### src/rtl/alu_driver.sv
// rtl/alu_driver.sv - command FIFO and IDLE/ISSUE/RESP sequencer driving an external 4-bit ALU
// Optional: define ALU_DRIVER_DIVZERO_EN to flag divide-by-zero (op 3'b011, b==0) with rsp_err.
module alu_driver #(
  parameter int DEPTH = 4
) (
  input  logic                     clk,
  input  logic                     rst,
  input  logic                     cmd_valid,
  output logic                     cmd_ready,
  input  logic [3:0]               cmd_a,
  input  logic [3:0]               cmd_b,
  input  logic [2:0]               cmd_op,
  output logic [3:0]               alu_a,
  output logic [3:0]               alu_b,
  output logic [2:0]               alu_opcode,
  input  logic [7:0]               alu_result,
  input  logic                     alu_carry,
  output logic                     rsp_valid,
  input  logic                     rsp_ready,
  output logic [7:0]               rsp_result,
  output logic                     rsp_carry,
  output logic [2:0]               rsp_op,
  output logic                     rsp_err,
  output logic [$clog2(DEPTH):0]   level
);

  localparam int AW = $clog2(DEPTH);
  localparam int LW = AW + 1;

  typedef enum logic [1:0] {IDLE, ISSUE, RESP} state_t;

  state_t          state;
  logic [10:0]     mem [DEPTH];
  logic [AW-1:0]   wr_ptr;
  logic [AW-1:0]   rd_ptr;
  logic [10:0]     head;
  logic            push;
  logic            pop;

  // Full is judged on the registered level, so a same-cycle pop never frees a slot early.
  assign cmd_ready = (level != LW'(DEPTH));
  assign push      = cmd_valid && cmd_ready;
  assign head      = mem[rd_ptr];

  always_comb begin
    pop = 1'b0;
    case (state)
      IDLE:    pop = (level != '0);
      RESP:    pop = rsp_ready && (level != '0);
      default: pop = 1'b0;
    endcase
  end

  always_ff @(posedge clk) begin
    if (push) mem[wr_ptr] <= {cmd_op, cmd_a, cmd_b};
  end

`ifdef ALU_DRIVER_DIVZERO_EN
  logic div_zero;
  logic rsp_err_q;
  assign div_zero = (alu_opcode == 3'b011) && (alu_b == 4'd0);
  assign rsp_err  = rsp_err_q;
`else
  assign rsp_err  = 1'b0;
`endif

  always_ff @(posedge clk or posedge rst) begin
    if (rst) begin
      state      <= IDLE;
      level      <= '0;
      wr_ptr     <= '0;
      rd_ptr     <= '0;
      alu_a      <= '0;
      alu_b      <= '0;
      alu_opcode <= '0;
      rsp_valid  <= 1'b0;
      rsp_result <= '0;
      rsp_carry  <= 1'b0;
      rsp_op     <= '0;
`ifdef ALU_DRIVER_DIVZERO_EN
      rsp_err_q  <= 1'b0;
`endif
    end else begin
      if (push) wr_ptr <= wr_ptr + 1'b1;
      if (pop) begin
        rd_ptr                       <= rd_ptr + 1'b1;
        {alu_opcode, alu_a, alu_b}   <= head;
      end
      if (push && !pop)      level <= level + 1'b1;
      else if (pop && !push) level <= level - 1'b1;

      case (state)
        IDLE: begin
          if (pop) state <= ISSUE;
        end
        ISSUE: begin
          rsp_valid  <= 1'b1;
          rsp_op     <= alu_opcode;
          rsp_result <= alu_result;
          rsp_carry  <= alu_carry;
`ifdef ALU_DRIVER_DIVZERO_EN
          rsp_err_q  <= 1'b0;
          if (div_zero) begin
            rsp_result <= 8'hFF;
            rsp_carry  <= 1'b0;
            rsp_err_q  <= 1'b1;
          end
`endif
          state <= RESP;
        end
        RESP: begin
          if (rsp_ready) begin
            rsp_valid <= 1'b0;
            state     <= pop ? ISSUE : IDLE;
          end
        end
        default: state <= IDLE;
      endcase
    end
  end

endmodule
### config.mk
export PLATFORM = sky130hd
export DESIGN_NAME = alu_driver
export DESIGN_NICKNAME = d
export VERILOG_FILES = /design/src/rtl/alu_driver.sv
export SDC_FILE = /design/constraint.sdc
export NUM_CORES = 1
export LEC_CHECK = 0
export ABC_AREA = 1
export CELL_PAD_IN_SITES_DETAIL_PLACEMENT = 1
export CELL_PAD_IN_SITES_GLOBAL_PLACEMENT = 2
export CORE_MARGIN = 2
export CORE_UTILIZATION = 37
export CTS_BUF_LIST = sky130_fd_sc_hd__clkbuf_2 sky130_fd_sc_hd__clkbuf_4 sky130_fd_sc_hd__clkbuf_8
export DETAILED_ROUTE_END_ITERATION = 6
export PLACE_DENSITY = 0.85
export REMOVE_ABC_BUFFERS = 1
export SLEW_MARGIN = 15
export SYNTH_ARGS = -nofsm -noshare
export SYNTH_HDL_FRONTEND = slang
export SYNTH_SLANG_ARGS = --single-unit
### constraint.sdc
create_clock -name clk -period 3.8 [get_ports clk]
set_input_delay 0.38 -clock clk [delete_from_list [all_inputs] [get_ports clk]]
set_output_delay 0.38 -clock clk [all_outputs]
set_load 0.01 [all_outputs]
==> results.yml <==
worst_setup_path:
  critical_path.max_fanout: 11
  crit_required_ns: 3.77
  worst-setup-path-type: "register to register"
  critPathMaxStageDelay_ns: 0.82
  path_delay_family: "simple AND/OR/NAND/NOR gates"
  end_kind: "register"
  cp.buffers_inverters: 1
  regToRegStartpoint: "level[0]"
  crit_chain: "inv_1, nand3_1, nand2_1, nor2_1"
  worst_setup_path_start_kind: "register"
  slowest_stage: "nor2_1"
  cp-startpoint: "level[0]"
  worstPathArrival_ns: 1.99
route:
  route.final.wire_length_um: 7100
  routedWlPerCell_um: 14.0
  ant_nets: 0
  dr.pass1.iters: 4
  viasPerCell: 4.54
  drcViolationCount: 0
  drt_iter0_markers: 103
  route.vias.total: 2303
power:
  p_seq_share_pct: 42.6
  power_density_nw_per_um2: 790
  p_comb_share_pct: 40.1
  total_power_uw: 3240
  clkPwrFrac_pct: 17.3
  peakVddDrop_v: 0.000272
  p_sw_uw: 1250
  p_int_uw: 1980
  p_leak_uw: 0.00195
  swShare_pct: 38.7
floorplan:
  chipHeight_um: 99.3
  die_w_um: 99.3
  num_io_pins: 53
  rows: 34
  coreArea_um2: 8760
  die_area_um2: 9850
  initial_utilization_pct: 38.3
timing:
  finalCritPeriodShare_pct: 53.1
  fin_ws_ns: 1.78
  skew_ns: 0.0126
  relSlewSlack_pct: 31.2
  setup_tns_ns: 0
  setup_viol: 0
  rsz0062_at_grt: "false"
  slew_viol_final: 0
  fin_crit_ns: 2.02
  hold_viol: 0
  worst_slew_pin_slew_ns: 1.03
  max_freq_mhz: 495
grt:
  grt_pass1_vias: 2458
  grt_antenna_before_repair: 0
  grt.met2_usage_pct: 28.1
  grt.met3_usage_pct: 3.44
  top_usage_layer: "met2"
  gr-usage-all-layers_pct: 16.0
  grt_start_max_net_pins: 27
  grtUsageMet1_pct: 19.0
  grt_pass1_wl_um: 12200
  grt_overflow_total: 0
synth:
  ys.flop_type: "edfxtp_1"
  synthTopCellsByArea: "edfxtp_1 39%, dfrtp_1 25%, nand2_1 15%"
  synth_edf_count: 44
  synth_cell_types: 24
  async_flop_share_pct: 42.9
  ys_ff_latch: 77
  yosys.area.top_type: "edfxtp_1"
  yosysTopAreaCellShare_pct: 39.4
  syn-cell-area_um2: 3360
  yosysWarnings: 0
  synth.top_cells.by_count: "133 x nand2_1, 60 x inv_1, 44 x edfxtp_1"
  post-synth-top-count-cell: "nand2_1"
  avgSynthCellArea_um2: 9.84
  syn_inst: 341
  ys_seq_area_share_pct: 64.0
cts:
  cts_tree: "built"
  cts_buffers: 9
  post_cts_resized: 0
  holdBufCountCts: 0
  clkLatencyLatePin_ns: 0.35
  h-tree-depth: 3
  cts.clk_slew.worst_paths_ns: 0.09
  cts_setup_buffers: 0
  root_buffer: "clkbuf_8"
  cts_sinks: 77
  cts.path.max_buffers: 2
place:
  io_buffers: 51
  gp_congestion: 0.754
  place_ws_ns: 1.48
  dp_hpwl_um: 4810
final_layout:
  nFillCells: 999
  syn_to_final_growth_pct: 22.0
  num-nets-final: 424
  drive_gt1_share_pct: 9.02
  n_antenna_cell: 0
status:
  status: "completed"
hold_path:
  hold_path.class: "input pin to async pin"
flow_run:
  maxCapViolCount: 0
## state kept, by name, indices dropped and copies added, names as in the netlist
signal and cells:
rsp_carry 1, mem 44, alu_opcode 3, alu_b 4, rsp_result 8, alu_a 4, rd_ptr 2, state 2
rsp_op 3, wr_ptr 2, level 3, rsp_valid 1
## kinds of logic (layout without fill, tap and decap cells)
group | count (synthesis) | count (layout) | synth area share (%)
AOI/OAI and AO/OA | 4 | 4 | 0.708
xor gates and xnor gates | 4 | 4 | 1.04
adders and majority gates | 6 | 6 | 2.46
buffers and inverters | 77 | 135 | 10.4
DFF | 77 | 77 | 64.0
other | 1 | 1 | 0.112
and+or+nand+nor | 172 | 172 | 21.3
## cell usage in the layout (no fill, tap or decap), types with 2 or more instances in the layout
cell             instances
nand2_1                133
inv_1                   59
clkdlybuf4s50_1         51
edfxtp_1                44
dfrtp_1                 33
nand3_1                 25
clkbuf_8                 9
inv_2                    6
ha_1                     5
nand2_2                  4
nor2_1                   4
nor2_2                   3
xor2_1                   3
buf_4                    3
o21ai_0                  2
clkbuf_4                 2
clkinv_4                 2
clkinvlp_4               2
## per-stage QoR
step	instance area, µm²	hold WS (ns)	cells	util (%)
after floorplan	3250	0.479	329	-
after CTS	4100	0.478	507	46.7
after global routing	4100	0.452	507	46.7
after global placement	3920	0.453	491	44.7
final	4100	0.417	507	46.7
after detailed placement	3920	0.458	491	44.7
## path summary, 6_finish.rpt
path                                 endpoint  slack [ns]  cells past startpoint
max in group asynchronous            alu_a[2]        2.80                      3
worst max-delay path               mem[2][10]        1.78                      4
worst min register to register      rsp_op[1]        0.47                      2
worst min-delay path            rsp_result[6]        0.42                      2
worst max register to register     mem[2][10]        1.78                      4
min in group clk                    rsp_op[1]        0.47                      2
## power groups by stage
stage / registers, µW / logic, µW / clock network (µW)
final: 1380 / 1300 / 559
after global routing: 1420 / 1500 / 612
after CTS: 1380 / 1330 / 580
after detailed placement: 1400 / 1330 / 0
after global placement: 1390 / 1300 / 0
after floorplan: 1410 / 711 / 0
## area by class of cell
class,count,area [µm²],share of cell area [%]
clock buffer,11,139,3.39
clock inverter,5,37.5,0.916
inverter,65,244,5.96
multi-input combinational,187,861,21.0
sequential,77,2150,52.4
tap,108,135,3.30
timing repair buffer,54,533,13.0
## routing by layer
metal	share of wire [%]	vias up	routed length, µm
met4	1.5	0	104
li1	-	1136	-
met1	43	1128	3050
met2	52	32	3690
met5	0	-	0
met3	3.5	7	247
(Power assumes the default switching activity.)
==> RTL change, RTL diff (same settings) <==
Set the parameter `DEPTH` to 8 (it was 4).
--- a/src/rtl/alu_driver.sv
+++ b/src/rtl/alu_driver.sv
@@ -1,7 +1,7 @@
 // rtl/alu_driver.sv - command FIFO and IDLE/ISSUE/RESP sequencer driving an external 4-bit ALU
 // Optional: define ALU_DRIVER_DIVZERO_EN to flag divide-by-zero (op 3'b011, b==0) with rsp_err.
 module alu_driver #(
-  parameter int DEPTH = 4
+  parameter int DEPTH = 8
 ) (
   input  logic                     clk,
   input  logic                     rst,
Ports: changed (resized level); port bits go from 53 to 54. The function was not compared with the original's and may differ.
==> RTL change against the unedited design <==
  * Synthesized cell count grew 55%
  * Setup slack lost 570 ps
  * Area after synthesis grew 58%
  * Design area grew 58%
  * Total power grew 65%
  * Routed wire length grew 83%
  * Count of clock-buffer cells in the layout grew 7
  * Sequential cell count grew 47
==> RTL change: results (changes against the unedited design) <==
status - completed (unchanged)
Post-synth EDFFs - 88 (was 44)
H-tree depth - 4 (was 3)
fraction of registers with async set/reset - 0.290 (was 0.429)
clock group power - 0.00135 W (was 0.000559 W)
Register Area - 3540 um2 (was 2150 um2)
NumNets Final - 621 (was 424)
fraction of layout cells with a size suffix above 1 - 0.0828 (was 0.0902)
Final Cell Area - 6480 um2 (was 4100 um2)
CP max FO - 18 (was 11)
worst skew pair latency - 460 ps (was 350 ps)
placed cell count - 752 (was 491)
Multi-In Gates - 303 (was 187)
metal3 WL - 494 um (was 247 um)
final wirelength - 13.0 mm (was 7.10 mm)
Final GP Congestion - 0.772 (was 0.754)
fillers - 1560 (was 999)
P_leak - 2.89 nW (was 1.95 nW)
M1 WL - 5.26 mm (was 3.05 mm)
Data buffer area share - 0.0942 (was 0.130)
Num Clock Sinks - 124 (was 77)
Gate power share - 0.364 (was 0.401)
DRC marker count from the first detailed-route iteration - 174 (was 103)
largest net degree at the start of global routing - 45 (was 27)
max incr delay on CP - 460 ps (was 820 ps)
top cells by count, synth - nand2_1 (200), edfxtp_1 (88), inv_1 (79) (was nand2_1 (133), inv_1 (60), edfxtp_1 (44))
Post-DP Area - 6020 um2 (was 3920 um2)
clk_skew - 7.64 ps (was 12.6 ps)
routed wl met2 - 6.91 mm (was 3.69 mm)
gr usage total - 0.184 (was 0.160)
Peak VDD IR - 0.312 mV (was 0.272 mV)
Signal buffers - 64 (was 54)
via count - 3722 (was 2303)
Worst-Margin Slew - 1100 ps (was 1030 ps)
area of the multi-input gates - 1330 um2 (was 861 um2)
synth top area cells - edfxtp_1 (50%), dfrtp_1 (17%), nand2_1 (14%), nand3_1 (6.7%), inv_1 (5.6%) (was edfxtp_1 (39%), dfrtp_1 (25%), nand2_1 (15%), inv_1 (6.7%), nand3_1 (3.7%))
dpl ws - 796 ps (was 1480 ps)
row count - 43 (was 34)
Synth Flop Type - edfxtp_1 (unchanged)
Sw Ratio - 0.372 (was 0.387)
CTS root buf - clkbuf_8 (unchanged)
HPWL after DPL - 8.01 mm (was 4.81 mm)
Cell Pwr Density - 822 nW/um2 (was 790 nW/um2)
first-pass GRT wire length - 20.7 mm (was 12.2 mm)
sequential share of the synthesized area - 0.668 (was 0.640)
grt met2 use - 0.323 (was 0.281)
IO buf count - 52 (was 51)
top flop regs - mem (88), rsp_result (8) (was mem (44), rsp_result (8))
Non-clock inverters - 81 (was 65)
met3 usage - 0.0375 (was 0.0344)
vias in the first global route - 4068 (was 2458)
slowest CP cell - dfrtp_1 (was nor2_1)
CLK BUF - 18 (was 11)
cts bufs inserted - 17 (was 9)
RTL change: cell types whose count changed after synthesis, moves of 3 or more:
cell      before  now
nand2_1      133  200
buf_2          3   10
nand3_1       25   71
nand2_2        4    1
nor2_1         4   12
edfxtp_1      44   88
inv_2          5    1
inv_1         60   79
dfrtp_1       33   36
RTL change: final timing paths:
kind / from / endpoint / slack, ps
worst max-delay path: level[0] / level[3] / 1210
worst min-delay path: rst / wr_ptr[2] / 340
worst max register to register: level[0] / level[3] / 1210
worst min register to register: state[0] / state[1] / 470
max in group asynchronous: rst / alu_b[0] / 3100
min in group clk: alu_result[1] / rsp_result[1] / 460
RTL change: kinds of logic after synthesis:
group                      count (synthesis)  share of synthesized area
and+or+nand+nor                          287                      0.222
DFF                                      124                      0.668
buffers and inverters                    101                     0.0813
AOI/OAI and AO/OA                          6                    0.00825
adders and majority gates                  6                     0.0156
xor gates and xnor gates                   3                    0.00495
other                                      1                   0.000707
